### src/rtl/alu_issue_ctrl.sv
// rtl/alu_issue_ctrl.sv - single-issue controller sequencing register reads, an external ALU and writeback
module alu_issue_ctrl #(
    parameter logic [4:0] RESET_FLAGS = 5'b00000
) (
    input  logic        clk,
    input  logic        reset,
    input  logic        instr_valid,
    input  logic [15:0] instr,
    output logic        instr_ready,
    output logic [3:0]  alu_op,
    output logic [15:0] alu_a,
    output logic [15:0] alu_b,
    output logic [4:0]  alu_flags,
    input  logic [15:0] alu_result,
    input  logic [4:0]  alu_flags_in,
    output logic        done,
    output logic [4:0]  flags,
    input  logic [3:0]  dbg_addr,
    output logic [15:0] dbg_data
);

    typedef enum logic [1:0] {
        IDLE = 2'd0,
        READ = 2'd1,
        EXEC = 2'd2,
        WB   = 2'd3
    } state_t;

    state_t      state;
    state_t      state_nxt;
    logic [15:0] regs [16];
    logic [15:0] ir;
    logic [15:0] res_q;
    logic [4:0]  cflags_q;

    logic [3:0]  ir_op;
    logic [3:0]  ir_rd;
    logic [3:0]  ir_rs;
    logic        ir_imm_sel;
    logic [15:0] ir_imm;
    logic        wr_en;

    assign ir_op      = ir[15:12];
    assign ir_rd      = ir[11:8];
    assign ir_rs      = ir[3:0];
    assign ir_imm_sel = ir[7];
    assign ir_imm     = {{9{ir[6]}}, ir[6:0]};

    // Compares and NOP only update flags; every other code writes back.
    assign wr_en = (ir_op != 4'b1011) && (ir_op != 4'b1000) && (ir_op != 4'b0000);

    assign alu_flags = flags;
    assign dbg_data  = regs[dbg_addr];

    always_comb begin
        state_nxt   = state;
        instr_ready = 1'b0;
        done        = 1'b0;
        case (state)
            IDLE: begin
                instr_ready = 1'b1;
                if (instr_valid) state_nxt = READ;
            end
            READ: state_nxt = EXEC;
            EXEC: state_nxt = WB;
            WB: begin
                done      = 1'b1;
                state_nxt = IDLE;
            end
            default: state_nxt = IDLE;
        endcase
    end

    always_ff @(posedge clk) begin
        if (reset) begin
            state    <= IDLE;
            ir       <= 16'h0000;
            alu_op   <= 4'h0;
            alu_a    <= 16'h0000;
            alu_b    <= 16'h0000;
            res_q    <= 16'h0000;
            cflags_q <= 5'b00000;
            flags    <= RESET_FLAGS;
            for (int i = 0; i < 16; i++) regs[i] <= 16'h0000;
        end else begin
            state <= state_nxt;
            case (state)
                IDLE: begin
                    if (instr_valid) ir <= instr;
                end
                READ: begin
                    // Both operands come from the pre-instruction file, so rd==rs is safe.
                    alu_a  <= regs[ir_rd];
                    alu_b  <= ir_imm_sel ? ir_imm : regs[ir_rs];
                    alu_op <= ir_op;
                end
                EXEC: begin
                    res_q    <= alu_result;
                    cflags_q <= alu_flags_in;
                end
                WB: begin
                    if (wr_en) regs[ir_rd] <= res_q;
                    flags  <= cflags_q;
                    alu_op <= 4'h0;
                end
                default: ;
            endcase
        end
    end

endmodule
### config.mk
export PLATFORM = sky130hd
export DESIGN_NAME = alu_issue_ctrl
export DESIGN_NICKNAME = d
export VERILOG_FILES = /design/src/rtl/alu_issue_ctrl.sv
export SDC_FILE = /design/constraint.sdc
export NUM_CORES = 1
export LEC_CHECK = 0
export ABC_AREA = 1
export CAP_MARGIN = 20
export CORE_UTILIZATION = 50
export DETAILED_ROUTE_END_ITERATION = 8
export PLACE_DENSITY = 0.76
export SETUP_SLACK_MARGIN = 0.4
export SLEW_MARGIN = 5
export SYNTH_ARGS = -nofsm -noshare
export SYNTH_HDL_FRONTEND = slang
export SYNTH_SLANG_ARGS = --single-unit
### constraint.sdc
create_clock -name clk -period 2.3 [get_ports clk]
set_input_delay 0.345 -clock clk [delete_from_list [all_inputs] [get_ports clk]]
set_output_delay 0.345 -clock clk [all_outputs]
set_load 0.02 [all_outputs]
* Yosys cells after proc, flatten, opt, wreduce, memory -nomap -nowiden
Memory sizes are Yosys's and may differ from the RTL's. A register that Yosys moved wholly into a read port is not among the register bits.
Index checks and enable logic that the tools add are counted.
Widths: inputs -> output; s select.
** Word-level totals
- Register bits after elaboration :: 64
- Bits in writable memories :: 256
- Input port bits :: 44
- Output and inout bits :: 64
- Word-level logic and storage cells :: 38
- Memories kept :: 1
** Memory list
- regs :: depth 16, bits a word 16, read ports 3, clocked after memory_dff 2, write ports 16, line 31 : logic [15:0] regs [16];
** Cells by class
- Equal/unequal tests :: 6
- Mux-type cells :: 17
- Reduce and logical (&&, ||, !) cells :: 7
** Operators by type and width (number)
- $mux 16 :: 2
- $reduce_or 16->1 :: 1
- $mux 4 :: 3
- $mux 1 :: 9
- $ne 4x4->1 const B :: 2
- $pmux 2 s4 :: 1
- $pmux 4 s2 :: 1
- $eq 2x2->1 const B :: 2
- $reduce_bool 4->1 :: 1
- $eq 2x1->1 const B :: 1
- $logic_and 1x1->1 :: 2
- $logic_not 2->1 :: 1
- $mux 2 :: 1
- $ne 2x2->1 const B :: 1
- $reduce_and 2->1 :: 1
- $reduce_bool 2->1 :: 1

* Logic depth before layout (Yosys ltp)
- Depth after elaboration :: 9
- Mapped depth :: 11
- Depth with buffers taken out :: 9

* Worst setup path before layout
OpenSTA, ideal clock, no wires.
- Path kind :: reg2reg
- From :: reg state[0]
- To :: mem regs[4][0], enable pin
- Library setup time :: 0.372 ns
- Arrival time :: 1.861 ns
- Required time :: 1.928 ns
- Setup slack :: 0.067 ns
- Cell stages (with the launch flop) :: 7
- Buffers on the path :: 1
- Path through :: dfxtp_1 > ha_1 > o211ai_4 > nor2_2 > nand2_2 > buf_2 > nand2_1
** RTL lines
- start: declaration :: line 29 : state_t state;
- start signal: assignment :: line 86 : state <= state_nxt;
- end: declaration :: line 31

==> flow_metrics.tcl <==
set metrics [dict create \
    placed_cells 2866 \
    layout_commonest_cell "nand2_1" \
    crit_family "compound AO/OA/AOI/OAI gates" \
    wl_met2_um 30700 \
    tightest_slew_ns 0.795 \
    cp.required_ns 1.96 \
    worstSetupPathType "reg2out" \
    swShare 0.403 \
    num_antenna_cells 0 \
    drive_gt1_frac 0.171 \
    numCtsBuffers 39 \
    cts_sinks 340 \
    synth_warnings 0 \
    num_rows 70 \
    gp_congestion 0.974 \
    stdcell_count 2999 \
    synth.avg_cell_area_um2 7.95 \
    slew_headroom 0.467 \
    cts_root_buf "clkbuf_16" \
    die_height_um 195 \
    drv_slew 0 \
    p_leak_nw 9.00 \
    synth_top_area_cell "edfxtp_1" \
    vdd_drop_max_mv 0.761 \
    dieArea_um2 38100 \
    mappedNetlistArea_um2 18700 \
    rsz0062_at_grt "true" \
    areaGrowthSynthToFinish_pct 24.7 \
    grt_pass1_vias 17400 \
    status "finished, final reports clean" \
    arrival_ns 1.85 \
    crit_path_cell_trace "o21ai_0, nand2_1, o22ai_2, o21ai_2, buf_4" \
    antenna_found_initial 0 \
    grt_max_degree 86 \
    core_um2 36700 \
    yosys-top-cells-area "edfxtp_1 (41%), nand2_1 (9.2%), dfxtp_1 (9.0%)" \
    start_util 0.508 \
    power.internal_mw 14.0 \
    period_share 0.954 \
    power_density_nw_per_um2 1010 \
    wirelength_um 73000 \
    grt_usage 0.378 \
    synth_fp_nets 2394 \
    overflow 0 \
    max_freq_mhz 456 \
    path_buf_inv 1 \
    worst_setup_path_end_kind "output port" \
    crit_fanout 3 \
    yosysSeqAreaShare 0.502 \
    drc 0 \
    synth_cell_types 27 \
    maxCapViolations 0 \
    die_w_um 195 \
    hold_class "in2reg" \
    dp_hpwl_um 48000 \
    synth.top_cell.area_share 0.412 \
    io_buffers 107 \
    cts-hold-fix-buffers 0 \
    hold_viol_final 0 \
    wl_met1_um 29100 \
    route.met3.wl_um 10900 \
    comb_power_share 0.391 \
    drt-initial-drc-count 2989 \
    pwr-share-seq 0.330 \
    drtAntennaViolNets 0 \
    clkTransAtPathRegs_ns 0.06 \
    setup.worst_path.start_class "register" \
    final_core_util 0.634 \
    crit_slowest_cell "edfxtp_1" \
    wl_per_cell_um 24.4 \
    top_layer "met5" \
    max_stage_delay_ns 0.49 \
    period_minus_slack_ns 2.19 \
    clockPowerShare 0.279 \
    layout_common_cells "nand2_1 (427), nor2_1 (358), edfxtp_1 (256)" \
    synthCells 2346 \
    netSwitchingPower_mw 9.43 \
    num_io_pins 108 \
    grt_pass1_wl_um 108000 \
    clockBufferDepth 3 \
    h-tree-depth 2 \
    viasPerCell 6.33 \
    first_pass_iters 6 \
    finalNetCount 2549 \
    vias 19000 \
    setup-violations-final 0 \
    cts_tree "built" \
    ys_ff_latch 340 \
    clk_latency_ns 0.56 \
    fin_worst_skew_ns 0.0174 \
]
-- power groups by stage --
| stage | logic, mW | clock network (mW) | registers (mW) |
|---|---|---|---|
| 6_report | 9.15 | 6.53 | 7.71 |
| 3_3_place_gp | 8.27 | 0 | 7.80 |
| 2_1_floorplan | 4.53 | 0 | 7.99 |
| 3_5_place_dp | 8.38 | 0 | 7.84 |
| 5_1_grt | 9.63 | 6.78 | 7.79 |
| 4_1_cts | 8.52 | 6.53 | 7.73 |
-- synth_stat cells --
cell,count
buf_1,21
buf_2,57
buf_4,7
o22ai_1,8
nor2_2,4
a22oi_1,48
clkinv_1,18
nand2_2,16
o21ai_0,276
o211ai_4,1
mux2i_1,24
a221oi_1,1
clkbuf_2,1
inv_1,126
nor2_1,362
inv_2,8
nand2_1,456
nor2_4,3
edfxtp_1,256
dfxtp_1,84
o21ai_1,29
clkbuf_1,108
nand3_1,174
o221ai_1,13
ha_1,4
o211ai_1,84
a21oi_1,157
-- final timing paths --
kind            endpoint  depth (start not counted)  slack [ns]       startpoint
min          cflags_q[4]                          3        0.37  alu_flags_in[4]
max reg2reg    alu_b[13]                         17        0.30     regs[13][13]
max          dbg_data[7]                          5        0.11       regs[0][7]
min reg2reg    alu_op[0]                          2        0.46        alu_op[0]
-- metrics by stage --
step,cell area (µm²),TNS [ns],power [mW],hold slack [ns],setup slack (ns)
floorplan,18700,0,12.5,0.424,0.379
global placement,21000,-2.37,16.1,0.448,-0.196
detailed placement,21000,-2.47,16.2,0.454,-0.199
CTS,22800,0,22.8,0.369,0.155
global route,23300,0,24.2,0.409,0.0632
finish,23300,0,23.4,0.374,0.106
-- what timing repair did --
action                                 4_1_cts  5_1_grt
setup endpoints to repair                   31      266
cloned                                       0        2
pin swaps                                   33       39
setup buffers                               40       20
gates resized for setup                    196      114
endpoints found under the hold margin        0        0
-- worst reg2reg max path, delay by kind of cell (launching register included) --
family                 cells  cell delay (ns)
DFF                        1             0.34
buffers and inverters     10             0.97
and+or+nand+nor            5             0.40
AOI/OAI and AO/OA          2             0.19
-- area by class of cell --
cell class | count | area [µm²]
Tap cell | 468 | 586
Fill cell | 3096 | 13400
Timing Repair Buffer | 308 | 3120
Clock inverter | 8 | 52.6
Multi-Input combinational cell | 1660 | 8250
Inverter | 152 | 578
Sequential cell | 340 | 9380
Clock buffer | 63 | 1300
-- registers in the layout, indices dropped and copies added, names as in the netlist, named ones only --
register   flops
res_q         16
regs         256
alu_flags      5
alu_op         4
ir            16
alu_a         16
cflags_q       5
state          2
alu_b         16
-- per-layer routing --
layer	up-vias	global-route usage
li1	8338	-
met1	8921	0.548
met2	1534	0.539
met3	192	0.105
met4	2	0.133
met5	-	0
-- cells by family (layout without fill, tap and decap cells) --
logic type,count (synthesis),after routing,synth area share
muxes,24,24,0.0129
and+or+nand+nor,1015,1015,0.220
DFF,340,340,0.502
buffers and inverters,346,531,0.0749
AOI/OAI and AO/OA,617,617,0.187
adders and majority gates,4,4,0.00268
Power figures use the tool's default switching activity.
